File: src/rtl/fetch_unit_if.sv
// Instruction-bus read handshake between the fetch unit (master) and instruction memory (slave).
interface fetch_unit_if #(
  parameter int unsigned PcW = 12
);
  logic           cyc;
  logic           stb;
  logic [PcW-1:0] adr;
  logic           ack;
  logic [17:0]    dat;

  modport master (
    output cyc, stb, adr,
    input  ack, dat
  );

  modport slave (
    input  cyc, stb, adr,
    output ack, dat
  );
endinterface

File: src/rtl/fetch_unit.sv
// Gumnut instruction-fetch stage: program counter, return-address stack, saved interrupt PC
// and the instruction-bus read FSM feeding the datapath IR.
module fetch_unit #(
  parameter int unsigned   PcW        = 12,
  parameter int unsigned   StackDepth = 8,
  parameter logic [PcW-1:0] ResetPc   = '0,
  parameter logic [PcW-1:0] IntVec    = PcW'(1)
) (
  input  logic              clk,
  input  logic              rst_n,
  input  logic              clk_en,
  input  logic              fetch_c,
  input  logic              pc_upd_c,
  input  logic [2:0]        pc_op_c,
  input  logic [7:0]        disp,
  input  logic [PcW-1:0]    addr,
  fetch_unit_if.master      bus,
  output logic              inst_ack,
  output logic [17:0]       inst_dat,
  output logic              busy,
  output logic [PcW-1:0]    pc,
  output logic              stk_err
);

  localparam int unsigned   SpW      = $clog2(StackDepth);
  localparam logic [SpW:0]  DepthCnt = (SpW+1)'(StackDepth);
  localparam logic [PcW-1:0] PcOne   = PcW'(1);

  typedef enum logic [1:0] {StIdle, StBus, StDone} state_e;

  typedef enum logic [2:0] {
    OpNop0, OpBranch, OpJump, OpJsb, OpRet, OpInt, OpReti, OpNop7
  } pc_op_e;

  state_e           state_q;
  logic [PcW-1:0]   pc_q;
  logic [PcW-1:0]   int_pc_q;
  logic [PcW-1:0]   stk_mem [StackDepth];
  logic [SpW-1:0]   sp_q;
  logic [SpW:0]     cnt_q;
  logic             stk_err_q;
  logic             cyc_q;
  logic             stb_q;
  logic [PcW-1:0]   adr_q;
  logic             inst_ack_q;
  logic [17:0]      inst_dat_q;

  logic [SpW-1:0]   sp_dec;
  logic [PcW-1:0]   disp_ext;
  pc_op_e           op;

  always_comb begin
    sp_dec   = sp_q - SpW'(1);
    disp_ext = {{(PcW-8){disp[7]}}, disp};
    op       = pc_op_e'(pc_op_c);
  end

  always_ff @(posedge clk) begin
    if (!rst_n) begin
      state_q    <= StIdle;
      pc_q       <= ResetPc;
      int_pc_q   <= '0;
      sp_q       <= '0;
      cnt_q      <= '0;
      stk_err_q  <= 1'b0;
      cyc_q      <= 1'b0;
      stb_q      <= 1'b0;
      adr_q      <= '0;
      inst_ack_q <= 1'b0;
      inst_dat_q <= '0;
    end else if (clk_en) begin
      unique case (state_q)
        StIdle: begin
          inst_ack_q <= 1'b0;
          if (fetch_c) begin
            cyc_q   <= 1'b1;
            stb_q   <= 1'b1;
            adr_q   <= pc_q;
            state_q <= StBus;
          end
          // PC commands are only honoured while no fetch is outstanding.
          if (pc_upd_c) begin
            unique case (op)
              OpBranch: pc_q <= pc_q + disp_ext;
              OpJump:   pc_q <= addr;
              OpJsb: begin
                stk_mem[sp_q] <= pc_q;
                sp_q          <= sp_q + SpW'(1);
                pc_q          <= addr;
                if (cnt_q == DepthCnt) stk_err_q <= 1'b1;
                else                   cnt_q     <= cnt_q + 1'b1;
              end
              OpRet: begin
                pc_q <= stk_mem[sp_dec];
                sp_q <= sp_dec;
                if (cnt_q == '0) stk_err_q <= 1'b1;
                else             cnt_q     <= cnt_q - 1'b1;
              end
              OpInt: begin
                int_pc_q <= pc_q;
                pc_q     <= IntVec;
              end
              OpReti:          pc_q <= int_pc_q;
              OpNop0, OpNop7:  ;
              default:         ;
            endcase
          end
        end
        StBus: begin
          if (bus.ack) begin
            inst_dat_q <= bus.dat;
            inst_ack_q <= 1'b1;
            cyc_q      <= 1'b0;
            stb_q      <= 1'b0;
            pc_q       <= pc_q + PcOne;
            state_q    <= StDone;
          end
        end
        StDone: begin
          inst_ack_q <= 1'b0;
          state_q    <= StIdle;
        end
        default: state_q <= StIdle;
      endcase
    end
  end

  assign bus.cyc  = cyc_q;
  assign bus.stb  = stb_q;
  assign bus.adr  = adr_q;
  assign inst_ack = inst_ack_q;
  assign inst_dat = inst_dat_q;
  assign busy     = (state_q != StIdle);
  assign pc       = pc_q;
  assign stk_err  = stk_err_q;

endmodule

File: src/flat_wrapper.sv
// flat-port wrapper written by rule: the top's interface ports become plain ports
module fetch_unit_flat 
#(
  parameter int unsigned   PcW        = 12,
  parameter int unsigned   StackDepth = 8,
  parameter logic [PcW-1:0] ResetPc   = '0,
  parameter logic [PcW-1:0] IntVec    = PcW'(1)
)
  (clk, rst_n, clk_en, fetch_c, pc_upd_c, pc_op_c, disp, addr, inst_ack, inst_dat, busy, pc, stk_err, bus_cyc, bus_stb, bus_adr, bus_ack, bus_dat);
  fetch_unit_if #(.PcW(PcW)) bus_i ();
  input  logic clk;
  input  logic rst_n;
  input  logic clk_en;
  input  logic fetch_c;
  input  logic pc_upd_c;
  input  logic [2:0] pc_op_c;
  input  logic [7:0] disp;
  input  logic [PcW-1:0] addr;
  output logic inst_ack;
  output logic [17:0] inst_dat;
  output logic busy;
  output logic [PcW-1:0] pc;
  output logic stk_err;
  output wire logic [$bits(bus_i.cyc)-1:0] bus_cyc;
  output wire logic [$bits(bus_i.stb)-1:0] bus_stb;
  output wire logic [$bits(bus_i.adr)-1:0] bus_adr;
  input wire logic [$bits(bus_i.ack)-1:0] bus_ack;
  input wire logic [$bits(bus_i.dat)-1:0] bus_dat;
  assign bus_cyc = bus_i.cyc;
  assign bus_stb = bus_i.stb;
  assign bus_adr = bus_i.adr;
  assign bus_i.ack = bus_ack;
  assign bus_i.dat = bus_dat;
  fetch_unit #(.PcW(PcW), .StackDepth(StackDepth), .ResetPc(ResetPc), .IntVec(IntVec)) u_core (.clk(clk), .rst_n(rst_n), .clk_en(clk_en), .fetch_c(fetch_c), .pc_upd_c(pc_upd_c), .pc_op_c(pc_op_c), .disp(disp), .addr(addr), .bus(bus_i), .inst_ack(inst_ack), .inst_dat(inst_dat), .busy(busy), .pc(pc), .stk_err(stk_err));
endmodule
File: config.mk
export PLATFORM = sky130hd
export DESIGN_NAME = fetch_unit_flat
export DESIGN_NICKNAME = d
export VERILOG_FILES = /design/src/rtl/fetch_unit_if.sv /design/src/rtl/fetch_unit.sv /design/src/flat_wrapper.sv
export SDC_FILE = /design/constraint.sdc
export NUM_CORES = 1
export LEC_CHECK = 0
export CORE_ASPECT_RATIO = 1.2
export CORE_MARGIN = 1
export CORE_UTILIZATION = 35
export DETAILED_ROUTE_END_ITERATION = 10
export GPL_ROUTABILITY_DRIVEN = 0
export GPL_TIMING_DRIVEN = 0
export PLACE_DENSITY_LB_ADDON = 0.1
export SYNTH_ARGS = -nofsm -noshare
export SYNTH_HDL_FRONTEND = slang
export SYNTH_SLANG_ARGS = --single-unit
File: constraint.sdc
create_clock -name clk -period 3.25 [get_ports clk]
set_clock_uncertainty 0.05 [all_clocks]
set_input_delay 0.8125 -clock clk [delete_from_list [all_inputs] [get_ports clk]]
set_output_delay 0.8125 -clock clk [all_outputs]
set_load 0.01 [all_outputs]
# [Word level (Yosys, flattened, before mapping)]
# Memories as Yosys holds them, arrays and structs flattened.
# Index checks and enable logic that the tools add are counted.
[totals] elab_cells=77 n_memories=1 regBits=66 mem_bits_rw=96 out_inout_bits=47 input_bits=47
[memory_table] memory="u_core.stk_mem" depth=8 width=12 rd=1 rd_ports_with_merged_regs=0 write_ports=1 line="fetch_unit.sv:38" rtl="logic [PcW-1:0] stk_mem [StackDepth];"
[op_classes] muxes=25 eq_ne=17 addsub=6 reduce_logical=18
[ops] operator="$pmux W12 S5" n=1
[ops] operator="$mux W12" n=2
[ops] operator="$pmux W12 S2" n=1
[ops] operator="$add A12 B1 Y12 const B" n=1
[ops] operator="$add A12 B12 Y12" n=1
[ops] operator="$reduce_and A3 Y1" n=4
[ops] operator="$reduce_and A4 Y1" n=3
[ops] operator="$reduce_and A6 Y1" n=2
[ops] operator="$mux W1" n=11
[ops] operator="$ne A2 B2 Y1 const B" n=5
[ops] operator="$eq A3 B3 Y1 const B" n=3
[ops] operator="$mux W4" n=2
[ops] operator="$pmux W4 S2" n=1
[ops] operator="$reduce_bool A2 Y1" n=4
[ops] operator="$eq A3 B2 Y1 const B" n=2
[ops] operator="$ne A6 B6 Y1 const B" n=1
[ops] operator="$pmux W1 S2" n=3
[ops] operator="$pmux W3 S2" n=1
[ops] operator="$reduce_and A5 Y1" n=1
[ops] operator="$add A4 B1 Y4 const B" n=1
[ops] operator="$eq A4 B4 Y1 const B" n=1
[ops] operator="$logic_not A4 Y1" n=1
[ops] operator="$mux W2" n=2
[ops] operator="$ne A2 B1 Y1 const B" n=2
[ops] operator="9 further kinds" n=10

# [Longest topological paths before layout]
# Gate-level depths: netlist of run 1.
[depth] word_depth=7 depth_mapped=11 depth_no_buf=9

# [Least setup slack after synthesis of run 1]
# No wires, ideal clock.
[synth_path] kind="input port to flip-flop" from="input port rst_n" to="memory u_core.stk_mem[1][0], enable pin" arrival_ns=2.413 stages=4 setup_ns=0.396 setup_slack_ns=0.390 n_path_buf=2 cell_sequence="clkbuf_1 clkbuf_1 nand4_1 nor3_1"
[synth_via] elab_chain_cells=2
[synth_lines] element="from (decl)" line="flat_wrapper.sv:12" rtl="input logic rst_n;"
[synth_lines] element="$mux W1" line="fetch_unit.sv:59" rtl="if (!rst_n) begin"
[synth_lines] element="$mux W1 (not written as such)" line="fetch_unit.sv:87" rtl="stk_mem[sp_q] <= pc_q;"
[synth_lines] element="to (decl)" line="fetch_unit.sv:38"
# Every way passes these cells.

# [Worst setup path after layout of run 1]
[layout_path] from="input port pc_op_c[1]" to="memory u_core.stk_mem[6][9], enable pin"
[layout_via] elab_chain_cells=7
[layout_lines] element="from (decl)" line="flat_wrapper.sv:16" rtl="input logic [2:0] pc_op_c;"
[layout_lines] element="$eq A3 B2 Y1" line="fetch_unit.sv:83" rtl="unique case (op)"
[layout_lines] element="$mux W1" line="fetch_unit.sv:83"
[layout_lines] element="$mux W1" line="fetch_unit.sv:82" rtl="if (pc_upd_c) begin"
[layout_lines] element="$mux W1" line="fetch_unit.sv:72" rtl="unique case (state_q)"
[layout_lines] element="$mux W1" line="fetch_unit.sv:71" rtl="end else if (clk_en) begin"
[layout_lines] element="$mux W1" line="fetch_unit.sv:59"
[layout_lines] element="$mux W1 (not written as such)" line="fetch_unit.sv:87"
# Every way passes these cells.

==> results of run 1 <==
[per-layer routing]
| layer | track usage (%) | vias up | wire, µm |
|---|---|---|---|
| met5 | 0 | - | 0 |
| met2 | 36.4 | 179 | 11100 |
| met1 | 23.8 | 2688 | 8760 |
| met3 | 4.47 | 33 | 1170 |
| met4 | 8.08 | 0 | 437 |
| li1 | - | 2597 | - |
[worst paths after layout]
check                                         from                   end  slack (ns)  depth (start not counted)
worst min-delay path            u_core.inst_dat[1]    u_core.inst_dat[1]        0.42                          2
worst min register to register  u_core.inst_dat[1]    u_core.inst_dat[1]        0.42                          2
worst max register to register      u_core.sp_q[0]         u_core.pc[10]        0.26                         11
worst max-delay path                    pc_op_c[1]  u_core.stk_mem[6][9]        0.15                          6
[registers in the layout, indices dropped and copies added (netlist names)]
name	flops
u_core.stk_mem	96
u_core.inst_dat	18
u_core.bus.adr	12
u_core.int_pc_q	12
u_core.pc	12
u_core.cnt_q	4
u_core.sp_q	3
u_core.state_q	2
u_core.bus.cyc	1
u_core.inst_ack	1
u_core.stk_err	1
[layout make-up]
class / count / area (µm²) / share of cell area [%]
Tap cell: 270 / 338 / 3.57
Clock buffer: 17 / 425 / 4.49
Inverter: 16 / 60.1 / 0.634
Clock inverter: 15 / 150 / 1.59
Buffer: 42 / 241 / 2.55
Sequential cell: 162 / 4200 / 44.4
Multi-Input combinational cell: 412 / 3110 / 32.8
Timing Repair Buffer: 94 / 943 / 9.96
[worst max-delay path, cell delays in order]
cell and delay (ns):
sky130_fd_sc_hd__clkdlybuf4s50_1 0.61, sky130_fd_sc_hd__buf_6 0.19, sky130_fd_sc_hd__nand2_1 0.11, sky130_fd_sc_hd__nor2_1 0.24, sky130_fd_sc_hd__nand4_1 0.30, sky130_fd_sc_hd__nor2_2 0.82
[through the flow]
step | hold slack [ns] | utilization, %
after floorplan | 0.419 | -
after global placement | 0.403 | 41.9
after detailed placement | 0.409 | 42.1
after CTS | 0.419 | 44.8
after global routing | 0.436 | 44.8
final | 0.415 | 44.8
[power breakdown]
group / switching [mW] / internal (mW) / leakage, nW
combinational: 0.275 / 0.251 / 1.50
sequential: 0.0674 / 2.21 / 1.41
clock: 0.941 / 1.02 / 0.285
[cells by family (layout without fill, tap and decap cells)]
family / Yosys count / in the layout
compound gates: 142 / 142
xor+xnor: 15 / 15
fa+ha+maj: 18 / 18
buf+inv: 58 / 184
flops: 162 / 162
mux: 46 / 46
simple gates: 191 / 191
[placed cells by master (no fill, tap or decap), drive strengths merged, types with 10 or more instances in the layout]
| cell | instances |
|---|---|
| inv | 26 |
| nor2 | 25 |
| xnor2 | 10 |
| dfxtp | 66 |
| nand2 | 98 |
| a21boi | 36 |
| mux4 | 24 |
| nor2b | 17 |
| ha | 16 |
| clkbuf | 36 |
| clkdlybuf4s50 | 92 |
| o21ai | 15 |
| a21oi | 24 |
| edfxtp | 96 |
| mux2i | 17 |
| buf | 25 |
[timing repair]
item,CTS,global route
gates resized for setup,4,2
setup endpoints to repair,29,3
pin swaps,0,0
gates cloned,0,0
==> results.md, run 1 <==
| Parameter | This run | Unit |
|:---|:---|:---|
| Data required, critical path | 3.25 | ns |
| Crit path DAT | 3.10 | ns |
| Worst hold-check path type | register to register | - |
| Class of the most critical setup path | input port to register | - |
| Count of distinct cell types in the synthesized netlist | 72 | - |
| Clk_lat worst skew | 0.43 | ns |
| Detail-routed via count per cell | 5.35 | - |
| Count leader, synth | sky130_fd_sc_hd__nand2_1 | - |
| Nets@finish | 810 | - |
| Netlist Area Pre-Place | 7580 | µm² |
| Post-synthesis async set-or-reset flop share | 0 | % |
| Synth-to-Final Area Change | 24.8 | % |
| Post-route DRC | 0 | - |
| DIE WIDTH | 136 | µm |
| Number of failing setup endpoints in the final timing report | 0 | - |
| Number of cells produced by synthesis | 632 | - |
| Post-CTS repair timing setup buffer count | 0 | - |
| Top cell types by occurrence after synthesis | 98 x sky130_fd_sc_hd__nand2_1, 96 x sky130_fd_sc_hd__edfxtp_1, 66 x sky130_fd_sc_hd__dfxtp_1 | - |
| Area share of xor/xnor cells in the synthesized design | 1.73 | % |
| Number of enable flip-flop cells after synthesis | 96 | - |
| Total global-route track usage | 20.5 | % |
| Worst max-slew margin expressed relative to the limit | 34.8 | % |
| DIE HEIGHT | 163 | µm |
| Max-cap violations | 0 | - |
| Pre-antenna DRT Iters | 4 | - |
| Result of the run | finished, final reports clean | - |
| Number of H-tree branching levels | 4 | - |
| Area fraction in compound gates after synthesis | 13.3 | % |
| Antenna viol nets, final | 0 | - |
| Minimum clock period after layout | 3.10 | ns |
| Effective utilization at floorplan | 35.9 | % |
| Pin count of the biggest net entering global routing | 19 | - |
| Maximum achievable frequency | 322 | MHz |
| I/O pin cnt | 94 | - |
| Number of hold buffers added after cts | 0 | - |
| Adder and majority cell fraction of the synthesized area | 3.17 | % |
| Number of nets produced by synthesis | 697 | - |
| Placed inst area | 8880 | µm² |
| Dominant synthesized flop cell | sky130_fd_sc_hd__edfxtp_1 | - |
| CORE AREA | 21100 | µm² |
| Actual transition at the worst max-transition pin | 0.971 | ns |
| Final Instance Area | 9470 | µm² |
| Area leader, netlist | sky130_fd_sc_hd__edfxtp_1 | - |
| Number of global-route vias before repair | 5653 | - |
| Combinational family with the most area after synthesis | compound AO/OA/AOI/OAI gates | - |
| Fill cell count | 1926 | - |
| Pins over their slew limit | 0 | - |
| CTS max path bufs | 2 | - |
| Clock transition time at the flip-flop clock pins of the worst setup and hold paths | 0.07 | ns |
| Avg Inst Size Synth | 12.0 | µm² |
| Clock tree from TritonCTS | done | - |
| WL/cell | 20.9 | µm |
| Proportion of synthesized area in mux cells | 10.3 | % |
| Final period util | 95.5 | % |
| Placement Setup Slack | -0.564 | ns |
| Synth Warn # | 0 | - |
| Antenna fix cells | 0 | - |
| Cell at the root of the clock tree | sky130_fd_sc_hd__clkbuf_16 | - |
| Residual overflow from global routing | 0 | - |
| Final hold violation count | 0 | - |
| Final setup TNS | 0 | ns |
| Area share of the largest cell type after synthesis | 38.0 | % |
| Number of register bits inferred by synthesis | 162 | - |
| Post-placement cell count | 996 | - |
| Number of antenna violations at the first check in global routing | 0 | - |
| Share of the yosys chip area belonging to registers | 55.4 | % |
| Pwr dens | 503 | nW/µm² |
| Top cells by area in the synthesized netlist | sky130_fd_sc_hd__edfxtp_1 38%, sky130_fd_sc_hd__dfxtp_1 17%, sky130_fd_sc_hd__mux4_2 6.2%, sky130_fd_sc_hd__nand2_1 4.9%, sky130_fd_sc_hd__a21boi_0 3.1% | - |
| Count of input and output buffers | 92 | - |
| TritonCTS buffer count | 17 | - |
| Total wirelength of the detailed-routed design | 21500 | µm |
| Global-route wire length before repair | 33000 | µm |
| Number of rows created at floorplan | 58 | - |
| Tot Pwr | 4.76 | mW |
| Post-route insts no fill | 1028 | - |
| Post-synthesis share of cell area spent on and, or, nand and nor gates | 12.2 | % |
| Crit path launch type | input port | - |
| CP endpoint kind | register | - |
| RSZ-0062 raised after global routing | true | - |
| Worst-case setup margin in the final layout | 0.148 | ns |
| Via count | 5497 | - |
| Detailed placer's ending HPWL | 15500 | µm |
| Clock sink count | 162 | - |
| Proportion of layout cells with a drive suffix above 1 | 12.8 | % |
| IR Drop Worst-Case VDD | 307 | µV |
| Total die area | 22300 | µm² |
| Iter 0 DRT Violations | 377 | - |
| Worst-path maximum fanout | 12 | - |
| Leakage power | 3.20 | nW |
No activity file was read; power rests on OpenSTA's default activity.
==> run 2: changes to the inputs <==
==> constraint.sdc (replaced) <==
create_clock -name clk -period 3.6 [get_ports clk]
set_clock_uncertainty 0.05 [all_clocks]
set_input_delay 0.9 -clock clk [delete_from_list [all_inputs] [get_ports clk]]
set_output_delay 0.9 -clock clk [all_outputs]
set_load 0.01 [all_outputs]
==> results.md, run 2 (synthesized netlist as in run 1, its figures left out) <==
| Parameter | This run | Unit |
|:---|:---|:---|
| CTS max path bufs | 2 | - |
| Sw Share | 26.9 | % |
| Worst flop-to-flop path startpoint | u_core.sp_q[0] | - |
| Clock sink count | 162 | - |
| Maximum achievable frequency | 293 | MHz |
| Top library cells by usage in the layout, fill and taps aside | 98 x sky130_fd_sc_hd__nand2_1, 96 x sky130_fd_sc_hd__edfxtp_1, 92 x sky130_fd_sc_hd__clkdlybuf4s50_1 | - |
| Pin count of the biggest net entering global routing | 19 | - |
| Result of the run | finished, final reports clean | - |
| Worst path bufs/invs | 2 | - |
| Crit path launch type | input port | - |
| DIE HEIGHT | 163 | µm |
| Combinational group share of total power | 11.0 | % |
| Actual transition at the worst max-transition pin | 1.29 | ns |
| Slowest-stage cell, CP | sky130_fd_sc_hd__nor2_1 | - |
| Placed inst area | 8880 | µm² |
| Clk_lat worst skew | 0.43 | ns |
| Total die area | 22300 | µm² |
| Worst hold path stage count | 2 | - |
| Internal power contribution | 3.14 | mW |
| Fill cell count | 1928 | - |
| Detailed placer's ending HPWL | 15500 | µm |
| Residual overflow from global routing | 0 | - |
| DIE WIDTH | 136 | µm |
| Register bank with the most flops | u_core.stk_mem | - |
| Worst hold-check path type | register to register | - |
| Pwr dens | 455 | nW/µm² |
| Setup slack of the most critical reg-to-reg path | 0.26 | ns |
| Data required, critical path | 3.59 | ns |
| Pre-antenna DRT Iters | 4 | - |
| Detail-routed via count per cell | 5.35 | - |
| Global-route wire length before repair | 32900 | µm |
| Post-route insts no fill | 1028 | - |
| Capturing element of the worst setup path | u_core.stk_mem[3][4] | - |
| Antenna viol nets, final | 0 | - |
| Worst-case setup margin in the final layout | 0.184 | ns |
| Tightest hold margin | 0.415 | ns |
| Cell chain of the critical path | clkdlybuf4s50_1 > buf_6 > nand2_1 > nor2_1 > nand4_1 > nor2_1 | - |
| Pins over their slew limit | 0 | - |
| Final period util | 94.9 | % |
| Cell at the root of the clock tree | sky130_fd_sc_hd__clkbuf_16 | - |
| Placement Setup Slack | -0.301 | ns |
| Final hold violation count | 0 | - |
| WL/cell | 20.9 | µm |
| R2r endpoint | u_core.pc[5] | - |
| Clock transition time at the flip-flop clock pins of the worst setup and hold paths | 0.07 | ns |
| Max-cap violations | 0 | - |
| Worst-case reg-to-reg path depth | 11 | - |
| Total global-route track usage | 20.5 | % |
| Worst max-slew margin expressed relative to the limit | 13.9 | % |
| TritonCTS buffer count | 17 | - |
| Switching power of the nets | 1.16 | mW |
| Number of hold buffers added after cts | 0 | - |
| I/O pin cnt | 94 | - |
| Proportion of layout cells with a drive suffix above 1 | 12.3 | % |
| Number of antenna violations at the first check in global routing | 0 | - |
| Number of gates resized after cts | 0 | - |
| Worst-path maximum fanout | 12 | - |
| Max reg flops | 96 | - |
| Count of input and output buffers | 92 | - |
| Tot Pwr | 4.30 | mW |
| Number of global-route vias before repair | 5642 | - |
| Worst path max stage delay | 1.07 | ns |
| Leakage power | 3.19 | nW |
| Number of rows created at floorplan | 58 | - |
| Via count | 5501 | - |
| Antenna fix cells | 0 | - |
| Synth-to-Final Area Change | 24.7 | % |
| Timing startpoint of the critical path | pc_op_c[1] | - |
| Portion of total power attributed to the clock network | 41.3 | % |
| RSZ-0062 raised after global routing | false | - |
| Portion of total power attributed to sequential cells | 47.7 | % |
| Final Instance Area | 9460 | µm² |
| Class of the most critical setup path | input port to register | - |
| Clock tree from TritonCTS | done | - |
| Crit path DAT | 3.40 | ns |
| CORE AREA | 21100 | µm² |
| Effective utilization at floorplan | 35.9 | % |
| Nets@finish | 810 | - |
| Total wirelength of the detailed-routed design | 21500 | µm |
| Most common cell after layout, fill and taps aside | sky130_fd_sc_hd__nand2_1 | - |
| Number of H-tree branching levels | 4 | - |
| Iter 0 DRT Violations | 376 | - |
| Number of failing setup endpoints in the final timing report | 0 | - |
| CP endpoint kind | register | - |
| Critical path depth in cells | 6 | - |
| Library cell appearing most often on the critical path | sky130_fd_sc_hd__nor2_1 | - |
| Post-CTS repair timing setup buffer count | 0 | - |
| Post-route DRC | 0 | - |
| Minimum clock period after layout | 3.42 | ns |
| Cell family with most CP delay | simple AND/OR/NAND/NOR gates | - |
| IR Drop Worst-Case VDD | 278 | µV |
| Post-placement cell count | 996 | - |
==> run 2: changes by cell type in the layout (fill, tap and decap cells not counted), sizes merged <==
cell    previous run  this run
clkbuf            36        38
buf               25        23
==> run 2: area by class of cell <==
class                           count  area (µm²)  area share [%]
Buffer                             42         239            2.53
Timing Repair Buffer               94         943            9.97
Clock buffer                       17         425            4.50
Sequential cell                   162        4200            44.4
Multi-Input combinational cell    412        3100            32.8
Clock inverter                     15         150            1.59
Inverter                           16        60.1           0.635
Tap cell                          270         338            3.57
==> run 2: worst min path at each step <==
| stage | startpoint | endpoint | slack [ns] |
|---|---|---|---|
| 3_3_place_gp | u_core.bus.adr[0] | u_core.bus.adr[0] | 0.40 |
| 2_1_floorplan | u_core.state_q[1] | u_core.state_q[1] | 0.42 |
| 6_report | u_core.inst_dat[1] | u_core.inst_dat[1] | 0.42 |
| 5_1_grt | u_core.inst_dat[17] | u_core.inst_dat[17] | 0.44 |
| 4_1_cts | u_core.inst_dat[17] | u_core.inst_dat[17] | 0.42 |
| 3_5_place_dp | u_core.inst_dat[17] | u_core.inst_dat[17] | 0.41 |
==> run 2: per-layer routing <==
layer | wire [µm] | track usage (%)
met4 | 367 | 7.58
met2 | 11100 | 36.5
met1 | 8850 | 23.9
met5 | 0 | 0
met3 | 1110 | 4.47
==> run 2: power by group through the flow <==
stage | Clock (mW) | Sequential [mW] | Combinational (mW)
final | 1.77 | 2.05 | 0.475
after global routing | 1.88 | 2.06 | 0.515
after CTS | 1.81 | 2.05 | 0.477
after detailed placement | 0 | 2.09 | 0.473
after global placement | 0 | 2.09 | 0.469
after floorplan | 0 | 2.08 | 0.272
==> run 2: tightest hold or removal path, stage by stage (launching register included) <==
cell and delay (ns):
sky130_fd_sc_hd__dfxtp_1 0.31, sky130_fd_sc_hd__nand2_1 0.05, sky130_fd_sc_hd__a21boi_0 0.06
==> run 2: per-stage QoR <==
| step | TNS, ns | util (%) |
|---|---|---|
| finish | 0 | 44.8 |
| global route | 0 | 44.8 |
| CTS | 0 | 44.8 |
| detailed placement | -7.59 | 42.1 |
| global placement | -41.64 | 41.9 |
| floorplan | 0 | - |
==> run 3: changes to the inputs <==
==> constraint.sdc (replaced) <==
create_clock -name clk -period 3.2 [get_ports clk]
set_clock_uncertainty 0.05 [all_clocks]
set_input_delay 0.8 -clock clk [delete_from_list [all_inputs] [get_ports clk]]
set_output_delay 0.8 -clock clk [all_outputs]
set_load 0.01 [all_outputs]
==> results.md, run 3 (synthesized netlist as in run 1, its figures left out) <==
| Parameter | This run | Unit |
|:---|:---|:---|
| Pwr dens | 511 | nW/µm² |
| Cell family with most CP delay | simple AND/OR/NAND/NOR gates | - |
| Data required, critical path | 3.20 | ns |
| Leakage power | 3.20 | nW |
| Wire length on met3 | 1070 | µm |
| CORE AREA | 21100 | µm² |
| R2r endpoint | u_core.pc[7] | - |
| Number of H-tree branching levels | 4 | - |
| RSZ-0062 raised after global routing | true | - |
| Iter 0 DRT Violations | 417 | - |
| Crit path DAT | 3.09 | ns |
| Pin count of the biggest net entering global routing | 19 | - |
| Detail-routed via count per cell | 5.33 | - |
| Antenna fix cells | 0 | - |
| Actual transition at the worst max-transition pin | 0.977 | ns |
| Number of rows created at floorplan | 58 | - |
| Slowest-stage cell, CP | sky130_fd_sc_hd__nor2_2 | - |
| Crit path launch type | input port | - |
| Minimum clock period after layout | 3.08 | ns |
| Final setup TNS | 0 | ns |
| Class of the most critical setup path | input port to register | - |
| Tot Pwr | 4.85 | mW |
| CTS max path bufs | 2 | - |
| Cell chain of the critical path | clkdlybuf4s50_1 > buf_6 > nand2_1 > nor2_1 > nand4_1 > nor2_2 | - |
| Max reg flops | 96 | - |
| Synth-to-Final Area Change | 25.0 | % |
| Fill cell count | 1926 | - |
| CP endpoint kind | register | - |
| Clk_lat worst skew | 0.44 | ns |
| Final hold violation count | 0 | - |
| Clock sink count | 162 | - |
| TritonCTS buffer count | 17 | - |
| Total global-route track usage | 20.5 | % |
| Nets@finish | 810 | - |
| Uppermost routed layer | met4 | - |
| Post-route DRC | 0 | - |
| Met2 Wirelength | 11100 | µm |
| Cell at the root of the clock tree | sky130_fd_sc_hd__clkbuf_16 | - |
| Global-route wire length before repair | 33000 | µm |
| Count of input and output buffers | 92 | - |
| Total wirelength of the detailed-routed design | 21500 | µm |
| Worst hold-check path type | register to register | - |
| IR Drop Worst-Case VDD | 318 | µV |
| Detailed placer's ending HPWL | 15500 | µm |
| Top library cells by usage in the layout, fill and taps aside | 98 x sky130_fd_sc_hd__nand2_1, 96 x sky130_fd_sc_hd__edfxtp_1, 92 x sky130_fd_sc_hd__clkdlybuf4s50_1 | - |
| Critical path depth in cells | 6 | - |
| Max-cap violations | 0 | - |
| Clock transition time at the flip-flop clock pins of the worst setup and hold paths | 0.07 | ns |
| Via count | 5478 | - |
| Pins over their slew limit | 0 | - |
| WL/cell | 20.9 | µm |
| DIE WIDTH | 136 | µm |
| Share of the core filled with cells | 44.9 | % |
| Routed length on met1 | 8840 | µm |
| Number of antenna violations at the first check in global routing | 0 | - |
| Number of failing setup endpoints in the final timing report | 0 | - |
| Register bank with the most flops | u_core.stk_mem | - |
| Proportion of layout cells with a drive suffix above 1 | 12.9 | % |
| Capturing element of the worst setup path | u_core.stk_mem[7][9] | - |
| Total die area | 22300 | µm² |
| Clock tree from TritonCTS | done | - |
| Effective utilization at floorplan | 35.9 | % |
| DIE HEIGHT | 163 | µm |
| Worst path max stage delay | 0.84 | ns |
| Setup slack of the most critical reg-to-reg path | 0.27 | ns |
| Final period util | 96.3 | % |
| Result of the run | finished, final reports clean | - |
| Worst flop-to-flop path startpoint | u_core.sp_q[0] | - |
| Worst-path maximum fanout | 12 | - |
| I/O pin cnt | 94 | - |
| Tightest hold margin | 0.415 | ns |
| Timing startpoint of the critical path | pc_op_c[1] | - |
| Pre-antenna DRT Iters | 5 | - |
| Worst max-slew margin expressed relative to the limit | 34.4 | % |
| Post-CTS repair timing setup buffer count | 0 | - |
| Worst path bufs/invs | 2 | - |
| Number of global-route vias before repair | 5653 | - |
| Worst-case reg-to-reg path depth | 10 | - |
| Most common cell after layout, fill and taps aside | sky130_fd_sc_hd__nand2_1 | - |
| Maximum achievable frequency | 324 | MHz |
| Residual overflow from global routing | 0 | - |
| Antenna viol nets, final | 0 | - |
-- run 3: worst reg2reg max path, stage by stage, from the launching register on --
cell	delay, ns
sky130_fd_sc_hd__dfxtp_1	0.35
sky130_fd_sc_hd__buf_6	0.17
sky130_fd_sc_hd__buf_4	0.26
sky130_fd_sc_hd__inv_1	0.12
sky130_fd_sc_hd__ha_1	0.29
sky130_fd_sc_hd__buf_2	0.19
sky130_fd_sc_hd__clkbuf_4	0.29
sky130_fd_sc_hd__mux4_2	0.34
sky130_fd_sc_hd__a22o_1	0.29
sky130_fd_sc_hd__a221oi_1	0.33
sky130_fd_sc_hd__o21ai_1	0.12
-- run 3: stage by stage --
| stage | setup slack (ns) | cells | instance area [µm²] |
|---|---|---|---|
| after detailed placement | -0.601 | 996 | 8880 |
| after global placement | -1.13 | 994 | 8840 |
| after floorplan | 0.353 | 632 | 7580 |
| after global routing | -0.0416 | 1028 | 9480 |
| after CTS | 0.0844 | 1028 | 9470 |
| final | 0.117 | 1028 | 9480 |
-- run 3: per-layer routing --
metal	up-vias	global-route usage, %
met4	0	8.08
li1	2599	-
met5	-	0
met3	28	4.47
met2	168	36.4
met1	2683	23.8
-- run 3: area by class of cell --
class,instances,area [µm²],area share (%)
flip-flops and latches,162,4200,44.4
plain buffers,42,246,2.60
clock buffers,17,425,4.49
repair buffers,94,943,9.95
multi-input cells,412,3110,32.8
well taps,270,338,3.56
inverters,16,60.1,0.634
clock inverters,15,150,1.58
-- run 3: timing repair --
item	4_1_cts	5_1_grt
hold endpoints to repair	0	0
gates resized for setup	4	5
hold buffers	0	0
endpoints found under the setup margin	31	51
-- run 3: worst min path at each step --
| stage | from | endpoint | cells after the start |
|---|---|---|---|
| after floorplan | u_core.state_q[1] | u_core.state_q[1] | 2 |
| after global placement | u_core.bus.adr[0] | u_core.bus.adr[0] | 2 |
| after detailed placement | u_core.inst_dat[17] | u_core.inst_dat[17] | 2 |
| after CTS | u_core.inst_dat[17] | u_core.inst_dat[17] | 2 |
| after global routing | u_core.inst_dat[17] | u_core.inst_dat[17] | 2 |
| final | u_core.inst_dat[1] | u_core.inst_dat[1] | 2 |
-- run 3: report_power, final --
group          switching [mW]  leakage, nW  internal (mW)  total, mW
registers              0.0682         1.41           2.24       2.31
logic                   0.280         1.50          0.256      0.536
clock network           0.960        0.285           1.04       2.00
